### src/rtl/result_uart_sender.sv
// Result RAM readout streamer: walks every result RAM address-major, RAM-minor,
// and serialises each 32-bit word to the UART transmitter as 4 bytes, MSB first.
// Each byte is paced on a rising edge of the transmitter's tx_done.
//
// Handshake: o_uart_send_data is a one-cycle request, and o_uart_tx_data is valid
// in that cycle. The next request is issued only after a rising edge of
// i_uart_tx_done has been seen in a later cycle than the request.
module result_uart_sender #(
    parameter int N      = 2,
    parameter int ADDR_W = 11,
    parameter int RD_LAT = 2
) (
    input  logic                 i_clk,
    input  logic                i_rst_n,
    input  logic                i_start,
    input  logic [ADDR_W-1:0]   i_num_words,
    output logic [ADDR_W-1:0]   o_ram_addr,
    output logic [N*N-1:0]      o_ram_rden,
    input  logic [N*N*32-1:0]   i_ram_q,
    output logic [7:0]          o_uart_tx_data,
    output logic                o_uart_send_data,
    input  logic                i_uart_tx_done,
    output logic                o_busy,
    output logic                o_done,
    output logic [2:0]          o_dbg_state
);

    localparam int NK = N * N;
    localparam int KW = (NK > 1) ? $clog2(NK) : 1;
    localparam int CW = $clog2(RD_LAT + 1);

    typedef enum logic [2:0] {
        S_IDLE    = 3'd0,
        S_RD_REQ  = 3'd1,
        S_RD_WAIT = 3'd2,
        S_SEND    = 3'd3,
        S_WAIT_TX = 3'd4,
        S_NEXT    = 3'd5,
        S_FINISH  = 3'd6
    } state_t;

    state_t              r_state;
    logic [ADDR_W-1:0]   r_num_words;
    logic [ADDR_W-1:0]   r_addr;
    logic [KW-1:0]       r_k;
    logic [CW-1:0]       r_wait;
    logic [1:0]          r_byte_cnt;
    logic [31:0]         r_shift;
    logic                r_tx_done_d;
    logic [NK-1:0]       r_ram_rden;
    logic                r_send;
    logic                r_busy;
    logic                r_done;

    logic [31:0]         w_word;
    logic                w_tx_edge;

    // RAM k's word is selected by the current RAM index.
    assign w_word    = i_ram_q[int'(r_k) * 32 +: 32];
    // Only a low-to-high transition counts, so a level held across bytes is not re-counted.
    assign w_tx_edge = i_uart_tx_done & ~r_tx_done_d;

    // Readout sequencer; every output is registered and set on entry to the state that owns it.
    always_ff @(posedge i_clk or negedge i_rst_n) begin
        if (!i_rst_n) begin
            r_state     <= S_IDLE;
            r_num_words <= '0;
            r_addr      <= '0;
            r_k         <= '0;
            r_wait      <= '0;
            r_byte_cnt  <= '0;
            r_shift     <= '0;
            r_tx_done_d <= 1'b0;
            r_ram_rden  <= '0;
            r_send      <= 1'b0;
            r_busy      <= 1'b0;
            r_done      <= 1'b0;
        end else begin
            r_tx_done_d <= i_uart_tx_done;
            r_send      <= 1'b0;
            r_done      <= 1'b0;
            r_ram_rden  <= '0;
            case (r_state)
                S_IDLE: begin
                    if (i_start) begin
                        r_num_words <= i_num_words;
                        r_busy      <= 1'b1;
                        r_addr      <= '0;
                        r_k         <= '0;
                        if (i_num_words == '0) begin
                            r_state <= S_FINISH;
                        end else begin
                            r_ram_rden <= NK'(1);
                            r_state    <= S_RD_REQ;
                        end
                    end
                end
                S_RD_REQ: begin
                    r_wait  <= '0;
                    r_state <= S_RD_WAIT;
                end
                S_RD_WAIT: begin
                    // The last wait cycle is the one in which ram_q is valid.
                    if (r_wait == CW'(RD_LAT - 1)) begin
                        r_shift    <= w_word;
                        r_byte_cnt <= '0;
                        r_send     <= 1'b1;
                        r_state    <= S_SEND;
                    end else begin
                        r_wait <= r_wait + CW'(1);
                    end
                end
                S_SEND: begin
                    // A tx_done edge here belongs to an earlier frame and is dropped.
                    r_state <= S_WAIT_TX;
                end
                S_WAIT_TX: begin
                    if (w_tx_edge) begin
                        if (r_byte_cnt != 2'd3) begin
                            r_shift    <= {r_shift[23:0], 8'h00};
                            r_byte_cnt <= r_byte_cnt + 2'd1;
                            r_send     <= 1'b1;
                            r_state    <= S_SEND;
                        end else begin
                            r_state <= S_NEXT;
                        end
                    end
                end
                S_NEXT: begin
                    if (r_k != KW'(NK - 1)) begin
                        r_k        <= r_k + KW'(1);
                        r_ram_rden <= NK'(1) << (r_k + KW'(1));
                        r_state    <= S_RD_REQ;
                    end else if (r_addr != r_num_words - ADDR_W'(1)) begin
                        r_k        <= '0;
                        r_addr     <= r_addr + ADDR_W'(1);
                        r_ram_rden <= NK'(1);
                        r_state    <= S_RD_REQ;
                    end else begin
                        r_state <= S_FINISH;
                    end
                end
                S_FINISH: begin
                    r_done  <= 1'b1;
                    r_busy  <= 1'b0;
                    r_state <= S_IDLE;
                end
                default: begin
                    r_state <= S_IDLE;
                end
            endcase
        end
    end

    assign o_ram_addr       = r_addr;
    assign o_ram_rden       = r_ram_rden;
    assign o_uart_tx_data   = r_shift[31:24];
    assign o_uart_send_data = r_send;
    assign o_busy           = r_busy;
    assign o_done           = r_done;
    assign o_dbg_state      = r_state;

endmodule
### config.mk
export PLATFORM = sky130hd
export DESIGN_NAME = result_uart_sender
export DESIGN_NICKNAME = d
export VERILOG_FILES = /design/src/rtl/result_uart_sender.sv
export SDC_FILE = /design/constraint.sdc
export NUM_CORES = 1
export LEC_CHECK = 0
export ABC_AREA = 1
export ABC_CLOCK_PERIOD_IN_PS = 5200
export BUFFER_PORTS_ARGS = -buffer_cell sky130_fd_sc_hd__buf_2
export CAP_MARGIN = 20
export CORE_ASPECT_RATIO = 0.7
export CORE_MARGIN = 2
export CORE_UTILIZATION = 54
export CTS_BUF_LIST = sky130_fd_sc_hd__clkbuf_4 sky130_fd_sc_hd__clkbuf_8 sky130_fd_sc_hd__clkbuf_16
export DETAILED_ROUTE_END_ITERATION = 7
export PLACE_DENSITY = 0.86
export SYNTH_ARGS = -nofsm -noshare
export SYNTH_HDL_FRONTEND = slang
export SYNTH_SLANG_ARGS = --single-unit
### constraint.sdc
create_clock -name i_clk -period 5.2 [get_ports i_clk]
set_input_delay 0.52 -clock i_clk [delete_from_list [all_inputs] [get_ports i_clk]]
set_output_delay 0.52 -clock i_clk [all_outputs]
set_load 0.02 [all_outputs]
# After elaboration in Yosys (flattened, before gate mapping)
# Cells that the tools add are included.
# totals
inputBits	143
ff_bits	71
out_inout_bits	29
# classes
n_reduce_logical	13
n_mux	38
n_eq_ne	18
addsub	5
n_shift	2
bitwise	2
# op_table
op	n
$shiftx A128 B8 Y32	1
$mux W32	3
$pmux W32 S2	1
$mux W11	3
$pmux W11 S2	1
$mux W3	7
$ne A2 B2 Y1 const B	9
$pmux W3 S6	1
$mux W2	7
$pmux W2 S2	3
$add A11 B1 Y11 const B	1
$logic_not A11 Y1	1
$ne A11 B11 Y1	1
$sub A11 B1 Y11 const B	1
$eq A3 B3 Y1 const B	3
$mux W1	8
$pmux W4 S2	1
$reduce_and A4 Y1	2
$reduce_bool A2 Y1	4
$add A2 B1 Y2 const B	3
$eq A3 B2 Y1 const B	2
$reduce_and A2 Y1	3
$reduce_and A3 Y1	2
$mux W4	1
other kinds (8)	9

# Depth between registers and ports, before layout
# Gate-level depths: netlist of run 1.
# depth
depth_word	5
depth_mapped	17
ltp_nobuf	16

# Worst setup path before layout of run 1
# OpenSTA, ideal clock, no wires.
# synth_path
kind	register -> register
from	register r_num_words[0]
to	register r_addr[7] (netlist: o_ram_addr[7])
path_stages_with_launch	17
path_slack_ns	3.324
t_required_ns	5.068
arrival_time_ns	1.744
path_cell_list	dfrtp_1 -> inv_1 -> ha_1 -> inv_1 -> nand2_1 -> nand2_1 -> nand2_1 -> nand2_1 -> nor2_1 -> nand3_1 -> nor2_1 -> nand2_1 -> nand2_2 -> nand2_2 -> nand2_4 -> buf_6 -> o21ai_2
# synth_between
elab_chain_cells	4
# synth_rtl
element	line	rtl
start: declaration	43	logic [ADDR_W-1:0] r_num_words;
start signal: assignment	86	r_num_words <= i_num_words;
$sub A11 B1 Y11	134	end else if (r_addr != r_num_words - ADDR_W'(1)) begin
$ne A11 B11 Y1	134	
$ne A2 B2 Y1 (no line)	n/a	
$reduce_and A4 Y1 (no line)	n/a	
end signal: assignment	136	r_addr <= r_addr + ADDR_W'(1);
end: declaration	44	logic [ADDR_W-1:0] r_addr;
# Every way passes these cells.
# A chain may end at the register's enable or synchronous reset.

# Worst setup path after layout of run 1
# layout_path
from	register r_k[0]
to	register r_shift[20]
# layout_between
elab_chain_cells	3
# layout_rtl
element	line	rtl
start: declaration	45	logic [KW-1:0] r_k;
start signal: assignment	131	r_k <= r_k + KW'(1);
$shiftx A128 B8 Y32	59	assign w_word = i_ram_q[int'(r_k) * 32 +: 32];
$mux W32	104	if (r_wait == CW'(RD_LAT - 1)) begin
$pmux W32 S2	83	case (r_state)
end signal: assignment	105	r_shift <= w_word;
end signal: assignment	120	r_shift <= {r_shift[23:0], 8'h00};
end: declaration	48	logic [31:0] r_shift;
# Every way passes these cells. The select of a mux whose other input is x is not followed.

==> flow_summary.toml, run 1 <==
[synthesis]
syn_area_per_cell_sq_um = 7.15
ys_seq_area_frac = 0.374
syn-num-nets = 815
yosysWarnings = 0
async_reset_ff_frac = 1.00
yosysUniqueCellTypes = 37
synth_seq_cells = 71
synthesis.instances = 664
synth_edf_count = 0
syn-cell-area_sq_um = 4740
ys.flop_type = "dfrtp_1"

[place]
hpwl_mm = 9.66
port_buffers = 171
gp_congestion = 0.877
post-place-ws_ns = 2.52

[global_routing]
antenna_found_initial = 0
grt_max_degree = 72
grt_usage = 0.285
grt_pass1_vias = 4487
grt-ovfl-total = 0
grt_pass1_wl_mm = 21.2

[routing]
ant_nets = 0
avgViaCountPerCell = 5.57
drc = 0
dr.pass1.iters = 5
wl_per_cell_microns = 14.7
dr_total_vias = 5172
drt_wl_total_mm = 13.7
drtIter0Drc = 412

[timing]
fin_skew_ns = 0.00335
tns_ns = 0
timing.fmax_ghz = 0.371
drv_slew = 0
rsz0062_at_grt = "false"
slew_headroom = 0.292
timing.final.hold_violations = 0
post-route-min-period_ns = 2.70
worst_pin_slew_ns = 1.06
min_period_over_period = 0.519
holdWs_ns = 0.323
setup_ws_ns = 2.50
setup_violations = 0

[floorplanning]
die_w_microns = 116
die-area_sq_um = 9560
io_pins = 172
core_area_sq_um = 8480
start_util = 0.560
rows = 28
die_h_microns = 82.4

[clock_network]
cts.sinks = 71
htreeDepth = 3
max-clock-path-buffers = 2
cts_setup_buffers = 0
clkLatencyLatePin_ns = 0.32
ctsResizeCount = 0
ctsRootBufferMaster = "clkbuf_16"
cts_buffers = 9
cts_tree = "yes"
clk_transition_reported_paths_ns = 0.05
ctsHoldBuffers = 0

[worst_setup_path]
cp.arrival_ns = 2.89
critPathMaxStageDelay_ns = 1.06
end_kind = "flip-flop"
cpMostUsedCell = "o21ai_0"
critPathRequiredTime_ns = 5.39
startpoint_type = "flip-flop"
crit_family = "flip-flops"
crit_path_cell_trace = "inv_2 -> o21ai_0 -> o22ai_1 -> o21ai_0 -> o21ai_1"
cp_max_fo = 68
crit_type = "flip-flop to flip-flop"
cp_slowest_cell = "dfrtp_2"
worst-path-buf-inv = 1

[cells_and_area]
mostFrequentLayoutCell = "buf_2"
drive_gt1_frac = 0.282
fin_nets = 956
regArea_sq_um = 1780
num_antenna_cells = 0
fin_util = 0.689
layout_common_cells = "171 x buf_2, 116 x nand2_1, 93 x o21ai_0, 83 x nor2_1"
multi_input_area_sq_um = 2450
n_fill_cell = 700
syn_to_final_growth_pct = 23.2

[pwr]
ir_drop_mv = 0.311
powerDensity_nw_per_um2 = 524
finalPower_w = 0.00306
cellLeakagePower_nw = 3.02

[status]
outcome = "completed"

[min_path]
hold_path.class = "input pin to flip-flop"

[flow_run]
maxCapViolCount = 0
==> power by group <==
part           switching (W)  internal [W]  total, W  leakage, nW
clock network       0.000213      0.000361  0.000574        0.143
logic                0.00100      0.000518   0.00152         1.97
registers           0.000200      0.000767  0.000967        0.911
total                0.00142       0.00165   0.00306         3.02
==> logic make-up (layout without fill, tap and decap cells) <==
kind of cell,count (synthesis),after routing,share of synthesized area
xor gates and xnor gates,12,12,0.0222
muxes,3,3,0.00712
AOI/OAI and AO/OA,195,195,0.235
buffers and inverters,120,265,0.109
adders and majority gates,8,8,0.0211
and+or+nand+nor,255,255,0.232
DFF,71,71,0.374
==> state kept, by name, indices dropped and copies added, names as in the netlist, 2 cells and up <==
signal       count
o_dbg_state      3
r_num_words     11
r_wait           2
r_byte_cnt       2
r_k              2
r_shift         32
o_ram_rden       4
o_ram_addr      11
==> layout make-up <==
cell class	count	area share
Clock buffer	14	0.0471
Multi-Input combinational cell	473	0.420
Clock inverter	1	0.000856
Tap cell	120	0.0257
Inverter	76	0.0488
Timing Repair Buffer	174	0.154
Sequential cell	71	0.304
==> path summary, 6_finish.rpt <==
path / startpoint / to / slack (ns) / depth (start not counted)
setup / recovery: r_k[0] / r_shift[20] / 2.50 / 5
hold / removal: i_uart_tx_done / r_tx_done_d / 0.32 / 1
setup reg to reg: r_k[0] / r_shift[20] / 2.50 / 5
hold reg to reg: r_wait[1] / r_wait[1] / 0.49 / 2
max in group asynchronous: i_rst_n / r_k[0] / 4.17 / 2
min in group asynchronous: i_rst_n / r_num_words[2] / 0.39 / 2
==> layer usage <==
layer	track usage	routed length, microns	vias up
met4	0.0798	232	0
met3	0.0679	1030	29
met2	0.437	6430	230
met5	0	0	-
met1	0.405	6010	2434
li1	-	-	2479
==> cell usage after synthesis, types with 3 or more instances <==
library cell  count  area (sq um)
nand4_1           3          18.8
ha_1              8           100
nand2_2           4          25.0
o22ai_1          32           200
inv_1            71           267
or2_2             5          31.3
buf_4            12          90.1
nor2_1           83           312
xor2_1            7          61.3
dfrtp_1          71          1780
o21ai_2          10          87.6
a32o_1            9          90.1
buf_2             4          20.0
nand3_1          22           110
o21ai_0          93           465
nand2_1         116           435
xnor2_1           5          43.8
a21oi_1          35           175
inv_2             5          18.8
o21ai_1          10          50.1
clkbuf_1         26          97.6
nor3_1            7          35.0
mux2_2            3          33.8
==> worst reg2reg max path, stage by stage, from the launching register on <==
cell and delay (ns):
dfrtp_2 1.06, inv_2 0.69, o21ai_0 0.39, o22ai_1 0.15
o21ai_0 0.17, o21ai_1 0.10
==> metrics by stage <==
step	cell area, sq um	cells
after floorplan	4740	664
after global placement	5540	913
after detailed placement	5540	913
after CTS	5820	928
after global routing	5840	929
final	5840	929
(Power assumes the default switching activity.)
==> inputs of run 2 (changes only) <==
ABC_AREA = 0   (was 1)
ABC_CLOCK_PERIOD_IN_PS = 2450   (was 5200)
CORE_UTILIZATION = 45   (was 54)
PLACE_DENSITY = 0.77   (was 0.86)
clock period = 2.45 ns   (was 5.2 ns; I/O delays follow)
==> run 2 against run 1 <==
  * Clock power increased by 150%
  * Sequential share of layout area decreased by 1.4 points
  * Clock skew increased by 0.0087 ns
  * Critical endpoint is now o_dbg_state[2]
  * Fmax increased by 2.4%
  * Sequential power increased by 100%
  * The run now ends with setup timing left
  * Non-clock buffer count increased by 33
  * Wire length decreased by 4.8%
  * Critical path depth increased by 6
  * Cell count decreased by 18%
  * Global-route usage decreased by 4.1 points
  * Largest cell class unchanged
==> flow_summary.toml, run 2 <==
[clock_network]
cts_buffers = 9
cts_tree = "yes"
max-clock-path-buffers = 2
cts.sinks = 71
clk_transition_reported_paths_ns = 0.05
ctsRootBufferMaster = "clkbuf_16"
htreeDepth = 3
clkLatencyLatePin_ns = 0.34

[timing]
rsz0062_at_grt = "true"
min_period_over_period = 1.07
timing.final.hold_violations = 0
worst_pin_slew_ns = 0.536
setup_violations = 16
drv_slew = 0
post-route-min-period_ns = 2.63
slew_headroom = 0.639
fin_skew_ns = 0.0120
timing.fmax_ghz = 0.380
setup_ws_ns = -0.183

[cells_and_area]
layout_common_cells = "171 x buf_2, 86 x nand2_1, 70 x dfrtp_1, 45 x o21ai_0, 32 x mux4_2"
fin_area_sq_um = 6120
fin_nets = 785
largest_reg_flops = 32
drive_gt1_frac = 0.445
num_antenna_cells = 0
mostFrequentLayoutCell = "buf_2"
syn_to_final_growth_pct = 34.4
top_register = "r_shift"

[pwr]
powerDensity_nw_per_um2 = 1120
finalPower_w = 0.00684
cellLeakagePower_nw = 2.94
ir_drop_mv = 0.550

[routing]
drc = 0
drt_wl_total_mm = 13.0
drtIter0Drc = 335
ant_nets = 0
dr_total_vias = 4251
wl_per_cell_microns = 17.0
dr.pass1.iters = 5
avgViaCountPerCell = 5.55

[floorplanning]
start_util = 0.466
rows = 30
die-area_sq_um = 10900
die_h_microns = 88.1
die_w_microns = 124
io_pins = 172
core_area_sq_um = 9760

[synthesis]
synth.area.top_cells = "dfrtp_1 39%, mux4_2 16%, nand2_1 7.3%"
yosys-mux-area-fraction = 0.222
ys.flop_type = "dfrtp_1"
async_reset_ff_frac = 1.00
synth_compound_area_frac = 0.109
syn-cell-area_sq_um = 4550
synth_edf_count = 0
synth_top_cell_area_share = 0.390
synth-simple-area-share = 0.172
syn_area_per_cell_sq_um = 10.1
synth_top_family_by_area = "multiplexers"
synth_adder_area_share = 0.0220
synth.most_common_cell = "nand2_1"
yosysTopAreaCell = "dfrtp_1"
synth_common_cells = "88 x nand2_1, 71 x dfrtp_1, 48 x o21ai_0"
ys_seq_area_frac = 0.390
synth_seq_cells = 71
synthesis.instances = 452
yosysUniqueCellTypes = 53
syn-num-nets = 603
synth-xor-area-share = 0.0327
yosysWarnings = 0

[worst_setup_path]
crit_family = "simple AND/OR/NAND/NOR gates"
crit_path_cell_trace = "inv_2 -> ha_4 -> or4b_4 -> nor3_4 -> xnor2_1 -> nand4_1 -> nor4b_4 -> buf_6 -> nand2_4 -> o2bb2a_4 -> o311ai_2"
critPathMaxStageDelay_ns = 0.52
worst-path-buf-inv = 2
rr_endpoint = "o_dbg_state[2]"
startpoint = "r_num_words[1]"
worstSetupEndpoint = "o_dbg_state[2]"
critPathRequiredTime_ns = 2.69
startpoint_type = "flip-flop"
cp.arrival_ns = 2.87
r2r_start = "r_num_words[1]"
crit_type = "flip-flop to flip-flop"
cp_slowest_cell = "or4b_4"
end_kind = "flip-flop"
critical_path_depth = 11
ff2ff_setup_slack_ns = -0.18
reg2reg_depth = 11
cp_max_fo = 5

[global_routing]
antenna_found_initial = 0
grt_max_degree = 37
grt_pass1_vias = 4204
grt_pass1_wl_mm = 21.1
grt_usage = 0.244
grt-ovfl-total = 0

[place]
gp_congestion = 0.878
hpwl_mm = 9.83
dpl-instance-area_sq_um = 5690
port_buffers = 171

[min_path]
hold_path.class = "input pin to flip-flop"

[status]
outcome = "complete, but fails checks"
violations = "setup timing"

[flow_run]
maxCapViolCount = 0
[run 2: cell count changes after synthesis, sizes merged, moves of 7 or more]
cell / before / now
mux4: 0 / 32
nand3: 24 / 8
a21oi: 35 / 9
a32o: 9 / 0
o22ai: 32 / 0
o21ai: 113 / 49
nor2: 87 / 20
mux2i: 0 / 28
xnor2: 5 / 12
inv: 76 / 15
nand2: 122 / 89
[run 2: worst min path at each step]
| stage | cells after the start | slack, ns | to | startpoint |
|---|---|---|---|---|
| 2_1_floorplan | 0 | -0.05 | o_busy | i_rst_n |
| 3_3_place_gp | 1 | 0.14 | r_shift[28] | i_rst_n |
| 3_5_place_dp | 1 | 0.14 | r_shift[26] | i_rst_n |
| 4_1_cts | 1 | 0.03 | r_tx_done_d | i_uart_tx_done |
| 5_1_grt | 1 | 0.03 | r_tx_done_d | i_uart_tx_done |
| 6_report | 1 | 0.03 | r_tx_done_d | i_uart_tx_done |
[run 2: through the flow]
step | hold slack, ns | cells | util | TNS (ns) | worst slack, ns
after floorplan | -0.0506 | 452 | - | -0.540 | -0.107
after global placement | 0.144 | 746 | 0.583 | -1.40 | -0.173
after detailed placement | 0.143 | 746 | 0.583 | -3.05 | -0.285
after CTS | 0.0269 | 764 | 0.621 | -1.24 | -0.142
after global routing | 0.0294 | 766 | 0.627 | -3.33 | -0.272
final | 0.0306 | 766 | 0.627 | -1.65 | -0.183
[run 2: per-layer routing]
metal  wire, microns  track usage  share of wire
met1            5940        0.337           0.46
met2            6010        0.390           0.46
met3             833       0.0513          0.064
met4             257       0.0807          0.020
met5               0            0              0
[run 2: timing repair]
action                                  CTS  global route
pin swaps                                 4             6
endpoints found under the hold margin    11             0
gates cloned                              0             1
buffers inserted                          2             1
endpoints found under the setup margin   17            17
hold buffers                              1             0
resized for setup                         6            10
[run 2: kinds of logic after synthesis]
group                    Yosys count
AO/OA/AOI/OAI                     80
adder cells (fa/ha/maj)            8
flip-flops                        71
AND/OR/NAND/NOR                  163
multiplexers                      61
XOR/XNOR                          17
buffers and inverters             52
[run 2: power breakdown]
part	switching, W	total (W)	internal [W]
Sequential	0.000330	0.00194	0.00161
Combinational	0.00188	0.00349	0.00161
Clock	0.000500	0.00141	0.000914
[run 2: final cells by class]
type / count / area (sq um)
inverter: 15 / 56.3
clock inverter: 5 / 81.3
sequential: 71 / 1780
clock buffer: 10 / 239
multi-input combinational: 330 / 2650
timing repair buffer: 207 / 1150
tap: 128 / 160
fill: 809 / 3640
==> inputs of run 3 (changes only) <==
CORE_ASPECT_RATIO = not set   (was 0.7)
SLEW_MARGIN = 20   (was not set)
==> run 3 against run 2 <==
  * The run still ends with setup timing left
  * Clock power shrank 33%
  * Fmax grew 2.7%
  * Register-to-register slack gained 0.07 ns
  * Critical path type unchanged
  * Critical endpoint unchanged
==> flow_summary.toml, run 3 (synthesized netlist as in run 2, its figures left out) <==
[cells_and_area]
largest_reg_flops = 32
n_fill_cell = 834
mostFrequentLayoutCell = "buf_2"
num_antenna_cells = 0
drive_gt1_frac = 0.448
top_register = "r_shift"
syn_to_final_growth_pct = 32.7
fin_nets = 790
fin_util = 0.618
layout_common_cells = "171 x buf_2, 88 x nand2_1, 70 x dfrtp_1, 44 x o21ai_0, 36 x buf_4"

[floorplanning]
die_w_microns = 105
start_util = 0.466
rows = 36
io_pins = 172
die-area_sq_um = 10900
die_h_microns = 105
core_area_sq_um = 9770

[place]
hpwl_mm = 9.86
gp_congestion = 0.926
port_buffers = 171

[pwr]
powerDensity_nw_per_um2 = 1050
finalPower_w = 0.00632
cellLeakagePower_nw = 2.91
ir_drop_mv = 0.477

[routing]
dr_total_vias = 4200
avgViaCountPerCell = 5.41
drt_wl_total_mm = 12.8
drtIter0Drc = 231
dr.pass1.iters = 5
ant_nets = 0
drc = 0
wl_per_cell_microns = 16.5

[clock_network]
cts.sinks = 71
cts_tree = "yes"
ctsRootBufferMaster = "clkbuf_8"
cts_buffers = 9
max-clock-path-buffers = 2
htreeDepth = 3
clkLatencyLatePin_ns = 0.35
clk_transition_reported_paths_ns = 0.08

[status]
outcome = "complete, but fails checks"
violations = "setup timing"

[worst_setup_path]
critPathRequiredTime_ns = 2.71
cp_max_fo = 6
cp.arrival_ns = 2.82
crit_type = "flip-flop to flip-flop"
end_kind = "flip-flop"
startpoint_type = "flip-flop"

[timing]
min_period_over_period = 1.05
post-route-min-period_ns = 2.56
worst_pin_slew_ns = 0.878
fin_skew_ns = 0.00738
drv_slew = 0
setup_ws_ns = -0.115
setup_violations = 15
timing.final.hold_violations = 0
slew_headroom = 0.413
timing.fmax_ghz = 0.390
rsz0062_at_grt = "true"

[global_routing]
grt_usage = 0.244
grt_pass1_wl_mm = 21.4
antenna_found_initial = 0
grt_pass1_vias = 4445
grt_max_degree = 51
grt-ovfl-total = 0

[flow_run]
maxCapViolCount = 0

[min_path]
hold_path.class = "input pin to flip-flop"
[run 3: cell count changes in the layout (fill, tap and decap cells not counted), sizes merged]
cell      change
buf           +5
bufinv        -1
clkinv        +1
clkinvlp      +1
inv           -1
[run 3: critical path: stages, from the launching register on]
cell and delay, ns:
dfrtp_1 0.40, inv_2 0.08, ha_4 0.12, or4b_4 0.51
xnor2_1 0.17, o41ai_2 0.25, nor4b_4 0.28, buf_6 0.18
nand2_4 0.06, o2bb2a_4 0.21, o311ai_2 0.20
[run 3: worst paths after layout]
check                               start  cells after the start        endpoint  slack (ns)
min in group asynchronous         i_rst_n                      3     r_shift[30]        0.47
hold reg to reg               r_shift[24]                      2     r_shift[24]        0.48
hold / removal             i_uart_tx_done                      1     r_tx_done_d        0.01
setup reg to reg           r_num_words[1]                     10  o_dbg_state[2]       -0.11
max in group asynchronous         i_rst_n                      3          r_k[0]        1.63
setup / recovery           r_num_words[1]                     10  o_dbg_state[2]       -0.11
[run 3: layout make-up]
cell class,count,area (sq um),share of cell area
flip-flops and latches,71,1780,0.294
multi-input cells,330,2650,0.439
repair buffers,212,1190,0.197
well taps,133,166,0.0276
clock buffers,10,138,0.0228
clock inverters,5,58.8,0.00974
inverters,15,56.3,0.00932
[run 3: metrics by stage]
step                      area (sq um)  setup WS [ns]  setup TNS (ns)  hold WS, ns  cells
final                             6040         -0.115          -0.883       0.0103    776
after CTS                         6000         -0.113          -0.683      0.00550    774
after global placement            5710         -0.275           -2.37        0.318    753
after detailed placement          5710         -0.334           -3.33        0.320    753
after floorplan                   4600         -0.107          -0.540      -0.0506    452
after global routing              6040         -0.260           -3.08      0.00364    776
[run 3: power breakdown]
part | leakage [nW] | internal (W) | total, W | switching, W
sequential | 0.909 | 0.00161 | 0.00195 | 0.000343
combinational | 1.91 | 0.00162 | 0.00343 | 0.00181
clock | 0.0944 | 0.000492 | 0.000943 | 0.000451
total | 2.91 | 0.00372 | 0.00632 | 0.00260
[run 3: repair_timing]
item | 4_1_cts | 5_1_grt
setup endpoints to repair | 15 | 17
gates resized for setup | 9 | 6
setup buffers | 4 | 2
endpoints found under the hold margin | 71 | 0
hold buffers | 1 | 0
cloned | 1 | 0
pin swaps | 3 | 4
[run 3: layer usage]
metal  GRT usage  share of wire  vias to the layer above
met1       0.310           0.41                     2012
met4       0.112          0.026                        0
met3      0.0487          0.060                       35
met5           0              0                        -
met2       0.405           0.50                      157
li1            -              -                     1996
